==> config.mk <==
export PLATFORM = sky130hd
export DESIGN_NAME = ps2_key_decoder
export DESIGN_NICKNAME = d
export VERILOG_FILES = /design/src/rtl/ps2_key_decoder.sv
export SDC_FILE = /design/constraint.sdc
export NUM_CORES = 1
export LEC_CHECK = 0
export BUFFER_PORTS_ARGS = -buffer_cell sky130_fd_sc_hd__clkbuf_2
export CORE_MARGIN = 3
export CORE_UTILIZATION = 25
export CTS_BUF_LIST = sky130_fd_sc_hd__clkbuf_4 sky130_fd_sc_hd__clkbuf_8
export DETAILED_ROUTE_END_ITERATION = 7
export PLACE_DENSITY = 0.43
export REMOVE_ABC_BUFFERS = 1
export SYNTH_ARGS = -nofsm -noshare
export SYNTH_HDL_FRONTEND = slang
export SYNTH_SLANG_ARGS = --single-unit
==> constraint.sdc <==
create_clock -name clk -period 5.6 [get_ports clk]
set_clock_uncertainty 0.2 [all_clocks]
set_input_delay 0.84 -clock clk [delete_from_list [all_inputs] [get_ports clk]]
set_output_delay 0.84 -clock clk [all_outputs]
set_load 0.05 [all_outputs]
==> src/rtl/ps2_key_decoder.sv <==
// PS/2 Set-2 receiver: conditions the pins, frames bytes and turns make/break
// sequences for Space, Left and Right into held key levels.
module ps2_key_decoder #(
  parameter int unsigned CLK_FREQ   = 100_000_000,
  parameter int unsigned FILTER_LEN = 8,
  parameter int unsigned TIMEOUT_US = 2000
) (
  input  logic       clk,
  input  logic       rst,
  input  logic       ps2_clk,
  input  logic       ps2_data,
  output logic       key_space,
  output logic       key_left,
  output logic       key_right,
  output logic [7:0] scan_code,
  output logic       code_valid,
  output logic       frame_err
);

  localparam int unsigned TimeoutCyc = CLK_FREQ / 1_000_000 * TIMEOUT_US;
  localparam int unsigned WdW        = $clog2(TimeoutCyc + 1);
  localparam int unsigned FltW       = $clog2(FILTER_LEN + 1);

  typedef enum logic [1:0] {StIdle, StData, StParity, StStop} state_e;

  logic            clk_s1, clk_s2, data_s1, data_s2;
  logic            clk_f, clk_f_q, fall;
  logic [FltW-1:0] filt_cnt;
  state_e          state;
  logic [2:0]      bit_cnt;
  logic [7:0]      shreg;
  logic            par;
  logic [WdW-1:0]  wd;
  logic            ext, brk;

  always_ff @(posedge clk or negedge rst) begin
    if (!rst) begin
      clk_s1   <= 1'b1;
      clk_s2   <= 1'b1;
      data_s1  <= 1'b1;
      data_s2  <= 1'b1;
      clk_f    <= 1'b1;
      clk_f_q  <= 1'b1;
      filt_cnt <= '0;
    end else begin
      clk_s1  <= ps2_clk;
      clk_s2  <= clk_s1;
      data_s1 <= ps2_data;
      data_s2 <= data_s1;
      clk_f_q <= clk_f;
      // Only a run of FILTER_LEN samples disagreeing with clk_f moves it.
      if (clk_s2 != clk_f) begin
        if (filt_cnt == FltW'(FILTER_LEN - 1)) begin
          clk_f    <= clk_s2;
          filt_cnt <= '0;
        end else begin
          filt_cnt <= filt_cnt + FltW'(1);
        end
      end else begin
        filt_cnt <= '0;
      end
    end
  end

  assign fall = clk_f_q & ~clk_f;

  always_ff @(posedge clk or negedge rst) begin
    if (!rst) begin
      state      <= StIdle;
      bit_cnt    <= '0;
      shreg      <= '0;
      par        <= 1'b0;
      wd         <= '0;
      scan_code  <= '0;
      code_valid <= 1'b0;
      frame_err  <= 1'b0;
    end else begin
      code_valid <= 1'b0;
      frame_err  <= 1'b0;
      if (state != StIdle && !fall && wd >= WdW'(TimeoutCyc)) begin
        state     <= StIdle;
        frame_err <= 1'b1;
        wd        <= '0;
      end else begin
        if (state == StIdle || fall) wd <= '0;
        else                         wd <= wd + WdW'(1);
        if (fall) begin
          case (state)
            StIdle: begin
              if (!data_s2) begin
                state   <= StData;
                bit_cnt <= '0;
              end else begin
                frame_err <= 1'b1;
              end
            end
            StData: begin
              shreg   <= {data_s2, shreg[7:1]};
              bit_cnt <= bit_cnt + 3'd1;
              if (bit_cnt == 3'd7) state <= StParity;
            end
            StParity: begin
              par   <= data_s2;
              state <= StStop;
            end
            StStop: begin
              if (data_s2 && (^{shreg, par})) begin
                scan_code  <= shreg;
                code_valid <= 1'b1;
              end else begin
                frame_err <= 1'b1;
              end
              state <= StIdle;
            end
            default: state <= StIdle;
          endcase
        end
      end
    end
  end

  always_ff @(posedge clk or negedge rst) begin
    if (!rst) begin
      ext       <= 1'b0;
      brk       <= 1'b0;
      key_space <= 1'b0;
      key_left  <= 1'b0;
      key_right <= 1'b0;
    end else if (code_valid) begin
      if (scan_code == 8'hE0) begin
        ext <= 1'b1;
      end else if (scan_code == 8'hF0) begin
        brk <= 1'b1;
      end else begin
        if (!ext && scan_code == 8'h29) key_space <= !brk;
        if (ext && scan_code == 8'h6B)  key_left  <= !brk;
        if (ext && scan_code == 8'h74)  key_right <= !brk;
        ext <= 1'b0;
        brk <= 1'b0;
      end
    end else if (frame_err) begin
      ext <= 1'b0;
      brk <= 1'b0;
    end
  end

endmodule

-- After elaboration in Yosys (flattened, before gate mapping)
Cells that the tools add are included.
- equality and inequality tests: 16
- add/sub/neg operators: 3
- bitwise operators: 5
- mux-type cells: 27
- reduce and logical (&&, ||, !) cells: 27
- magnitude comparators: 1
- operator list (kind ; count):
    two-way mux 18 bit ; 2
    AND reduction 4 bit ; 5
    adder 18 x 1 -> 18 bit (second input constant) ; 1
    >= comparator 18 bit (second input constant) ; 1
    equality test 8 x 7 -> 1 bit (second input constant) ; 2
    equality test 8 bit (second input constant) ; 2
    two-way mux 1 bit ; 15
    != test 3 bit (second input constant) ; 3
    AND reduction 3 bit ; 3
    XOR reduction 9 bit ; 1
    equality test 8 x 6 -> 1 bit (second input constant) ; 1
    two-way mux 2 bit ; 4
    two-way mux 4 bit ; 2
    case mux 2 bit (4 select lines) ; 1
    nonzero test 2 bit ; 4
    logical AND 1 bit ; 6
    case mux 3 bit (2 select lines) ; 1
    AND reduction 2 bit ; 3
    adder 4 x 1 -> 4 bit (second input constant) ; 1
    equality test 2 bit (second input constant) ; 2
    equality test 4 x 3 -> 1 bit (second input constant) ; 1
    != test 2 bit (second input constant) ; 2
    inverter 1 bit ; 4
    adder 3 x 1 -> 3 bit (second input constant) ; 1
    other kinds (9) ; 11
- word-level logic and storage cells: 99
- bits of input ports: 4
- output and inout port bits: 13
- flip-flop bits (word level): 57

-- Logic depth before layout (Yosys ltp)
- depth in word-level cells: 7
- gate-level depth with buffers: 7
- gate-level depth less buffers: 6

-- Worst setup path before layout
OpenSTA, ideal clock, no wires.
- path type: register to register
- start: register shreg[1]
- end: register scan_code[0]
- cell stages (with the launch flop): 6
- library setup time: 125 ps
- slack: 3535 ps
- required time: 5275 ps
- period minus slack after synthesis: 2065 ps
- data arrival time: 1740 ps
- buffers on the path: 0
- cell sequence: dfrtp_1 -> xnor2_1 -> xnor3_1 -> xnor2_2 -> nand4_4 -> mux2_4
- longest elaborated chain between the ends: 3
- RTL lines (element ; line ; text):
    start: declaration ; 31 ; logic [7:0] shreg;
    start signal: assignment ; 98 ; shreg <= {data_s2, shreg[7:1]};
    XOR reduction 9 bit ; 107 ; if (data_s2 && (^{shreg, par})) begin
    logical AND 1 bit ; 107 ;
    AND reduction 4 bit (no line) ; n/a ;
    end signal: assignment ; 108 ; scan_code <= shreg;
    end: declaration ; 15 ; output logic [7:0] scan_code,
No other way between the ends.
A chain may end at the register's enable or synchronous reset.

-- Worst setup path after layout
- start: register shreg[1]
- end: register scan_code[2]
Same word-level chain as after synthesis.

==> summary.txt <==
Timing
  – Slew Viols, Final: 0
  – Final worst slack: between 3000 and 4000 ps
  – RSZ-0062 raised after global routing: false
  – Setup violators final: 0
  – Final hold violations: 0
  – Tmin final: 2220 ps
  – Tcrit/Tclk final: slightly below 40%
  – Slew @ Worst Pin: 744 ps
  – Fmax: between 0.4 and 0.5 GHz
  – Setup TNS: 0 ps
  – Slew headroom: 50.4%

Final layout
  – Fin util: 30.1%
  – Commonest non-fill, non-tap cell in the layout: dfrtp_1
  – Layout cells sized above 1: a little under a quarter
  – Post-Layout Cell Count: 397
  – Antenna cells: 0
  – Most frequent cells in the layout: 51 x dfrtp_1, 27 x nor2_1, 17 x nand2_1, 16 x clkbuf_2, 13 x mux2_2
  – Fillers: roughly 1100
  – Area Overhead vs Synth: 16.7%
  – Nets@finish: ~270

Logic synthesis
  – Top cells by area, synth: dfrtp_1 48%, dfstp_2 5.9%, mux2_2 5.5%
  – Mapped cell area: between 2000 and 3000 sq um
  – Synth Area in Simple Gates: ~17%
  – Post-synth EDFFs: 0
  – Largest family of logic cells by synthesized area: simple AND/OR/NAND/NOR gates
  – Synthesized flop and latch total: 57
  – Mux cell area share after synthesis: around 9.3%
  – Ys Warns: 0
  – Sequential fraction of the synthesis area: between 50% and 60%
  – Ys async rst share: 100%
  – Avg Inst Size Synth: 11.5 sq um
  – Post-synthesis cell type count: 41
  – Syn Inst Count: ~230
  – Synth Area in Adders: approximately 4.2%
  – Top_reg_cell synth: dfrtp_1
  – Post-synth top area cell: dfrtp_1
  – Xor/xnor share of the synthesized area: 8.70%
  – Top cell type's share of synthesized area: 48.0%
  – Post-synthesis compound-gate area fraction: under 10%

Floorplanning
  – Core area: roughly 10000 sq um
  – Chip Width: about 110 um
  – Starting Density: between 20% and 30%
  – Std-Cell Rows: 37
  – Die H: between 100 and 150 um
  – I/O pins: 17
  – Die area: 11900 sq um

GRT
  – Vias in the first global route: ~1700
  – Overflow after GRT: 0
  – First-pass GRT wire length: roughly 8.5 mm
  – Largest net degree at the start of global routing: 58
  – Initial antenna violation count: 0
  – GRT Util Overall: under 10%

Power and ir drop
  – Total power: ~1.1 mW
  – PD cells: 352 nW/um^2
  – Peak supply drop: 0.135 mV
  – Cell leakage power: ~1.5 nW

Worst setup path
  – Data arrival, critical path: 2250 ps
  – WS Path Type: reg -> reg
  – Setup crit end kind: register
  – Worst path required time: roughly 5600 ps
  – Worst-path maximum fanout: 9
  – Depth of the most critical reg-to-reg path: 5
  – CP Launch Type: register

CTS
  – # hold bufs at CTS: 0
  – Clock-pin slew on the worst setup and hold paths: around 70 ps
  – CTS tree: yes
  – TritonCTS Sinks: 57
  – Total setup buffers inserted after CTS: 0
  – Clock root buffer: clkbuf_8
  – Worst-Skew Late Latency: about 340 ps
  – Max H-tree Level: 3
  – CTS buffer count: 9
  – Longest Clk Path Bufs: 2
  – Gates resized, CTS repair: 0

Placement
  – DP Wirelength: 3.10 mm
  – IO buf count: 16
  – RePlAce Congestion: roughly 0.71
  – DP Cell Count: around 380
  – Pre-CTS WS: roughly 3400 ps

Flow run
  – Max Cap Viol: 0

Min path
  – Hold path depth: 0
  – Class of the worst hold path: reg -> reg

Run status
  – Status: finished, final reports clean

Detailed routing
  – Drt wl/cell: ~12 um
  – Vias per cell: 4.34
  – DRT Pass-1 Iters: 4
  – Detail Route Antenna Nets: 0
  – DRC: 0
  – Iter 0 DRT Violations: 90
  – Total length of routed wires: 4.68 mm
  – DR vias: 1724
## path summary, 6_finish.rpt
| check | startpoint | end | slack, ps |
|---|---|---|---|
| setup / recovery | shreg[1]$_DFFE_PN0P_ | scan_code[2]$_DFFE_PN0P_ | 3380 |
| hold / removal | data_s1$_DFF_PN1_ | data_s2$_DFF_PN1_ | 150 |
| setup reg to reg | shreg[1]$_DFFE_PN0P_ | scan_code[2]$_DFFE_PN0P_ | 3380 |
| hold reg to reg | data_s1$_DFF_PN1_ | data_s2$_DFF_PN1_ | 150 |
| max in group asynchronous | rst | bit_cnt[2]$_DFFE_PN0P_ | 4250 |
| min in group asynchronous | rst | scan_code[0]$_DFFE_PN0P_ | 440 |
## layout make-up
cell class	instances	area (sq um)	share of cell area, %
flip-flops and latches	57	1430	46.2
multi-input cells	162	1170	37.8
repair buffers	17	87.6	2.82
clock buffers	13	166	5.36
clock inverters	3	40.0	1.29
well taps	136	170	5.48
inverters	9	33.8	1.09
## logic make-up (layout without fill, tap and decap cells)
kind of cell	count (synthesis)	count (layout)
xor gates and xnor gates	24	24
adders and majority gates	9	9
AOI/OAI and AO/OA	23	23
DFF	57	57
buffers and inverters	13	42
muxes	20	20
and+or+nand+nor	86	86
## worst max-delay path, cell delays in order (launching register included)
cell and delay [ps]:
dfrtp_1 410, xnor2_1 180, xnor3_1 450, xnor2_2 260
nand4_4 250, mux2_4 370
## where the power goes
part | leakage (nW) | internal [mW] | total [mW] | switching, mW
clock | 0.110 | 0.238 | 0.395 | 0.157
sequential | 0.768 | 0.457 | 0.492 | 0.0351
combinational | 0.578 | 0.0789 | 0.205 | 0.126
## registers in the layout, summed over array words and instances (netlist names), 2 cells and up
| name | count |
|---|---|
| wd | 18 |
| filt_cnt | 4 |
| scan_code | 8 |
| bit_cnt | 3 |
| state | 2 |
| shreg | 8 |
## Yosys cell counts (6+ instances only)
cell type	instances
dfrtp_1	51
dfstp_2	6
ha_1	9
inv_1	9
mux2_2	13
mux2_4	6
nand2_1	17
nand3_1	12
nor2_1	27
o21ai_0	9
xnor2_1	11
xor2_1	11
## through the flow
| step | hold slack, ps | instance area (sq um) |
|---|---|---|
| after global placement | 146 | 2900 |
| after CTS | 156 | 3110 |
| final | 155 | 3110 |
| after global routing | 160 | 3110 |
| after floorplan | 145 | 2640 |
| after detailed placement | 147 | 2900 |
## routing by layer
metal	global-route usage (%)	routed length, um
met4	2.94	33
met2	13.5	2070
met5	0	0
met3	4.09	254
met1	11.9	2320
Note: power is estimated with default switching activity, not from simulation.
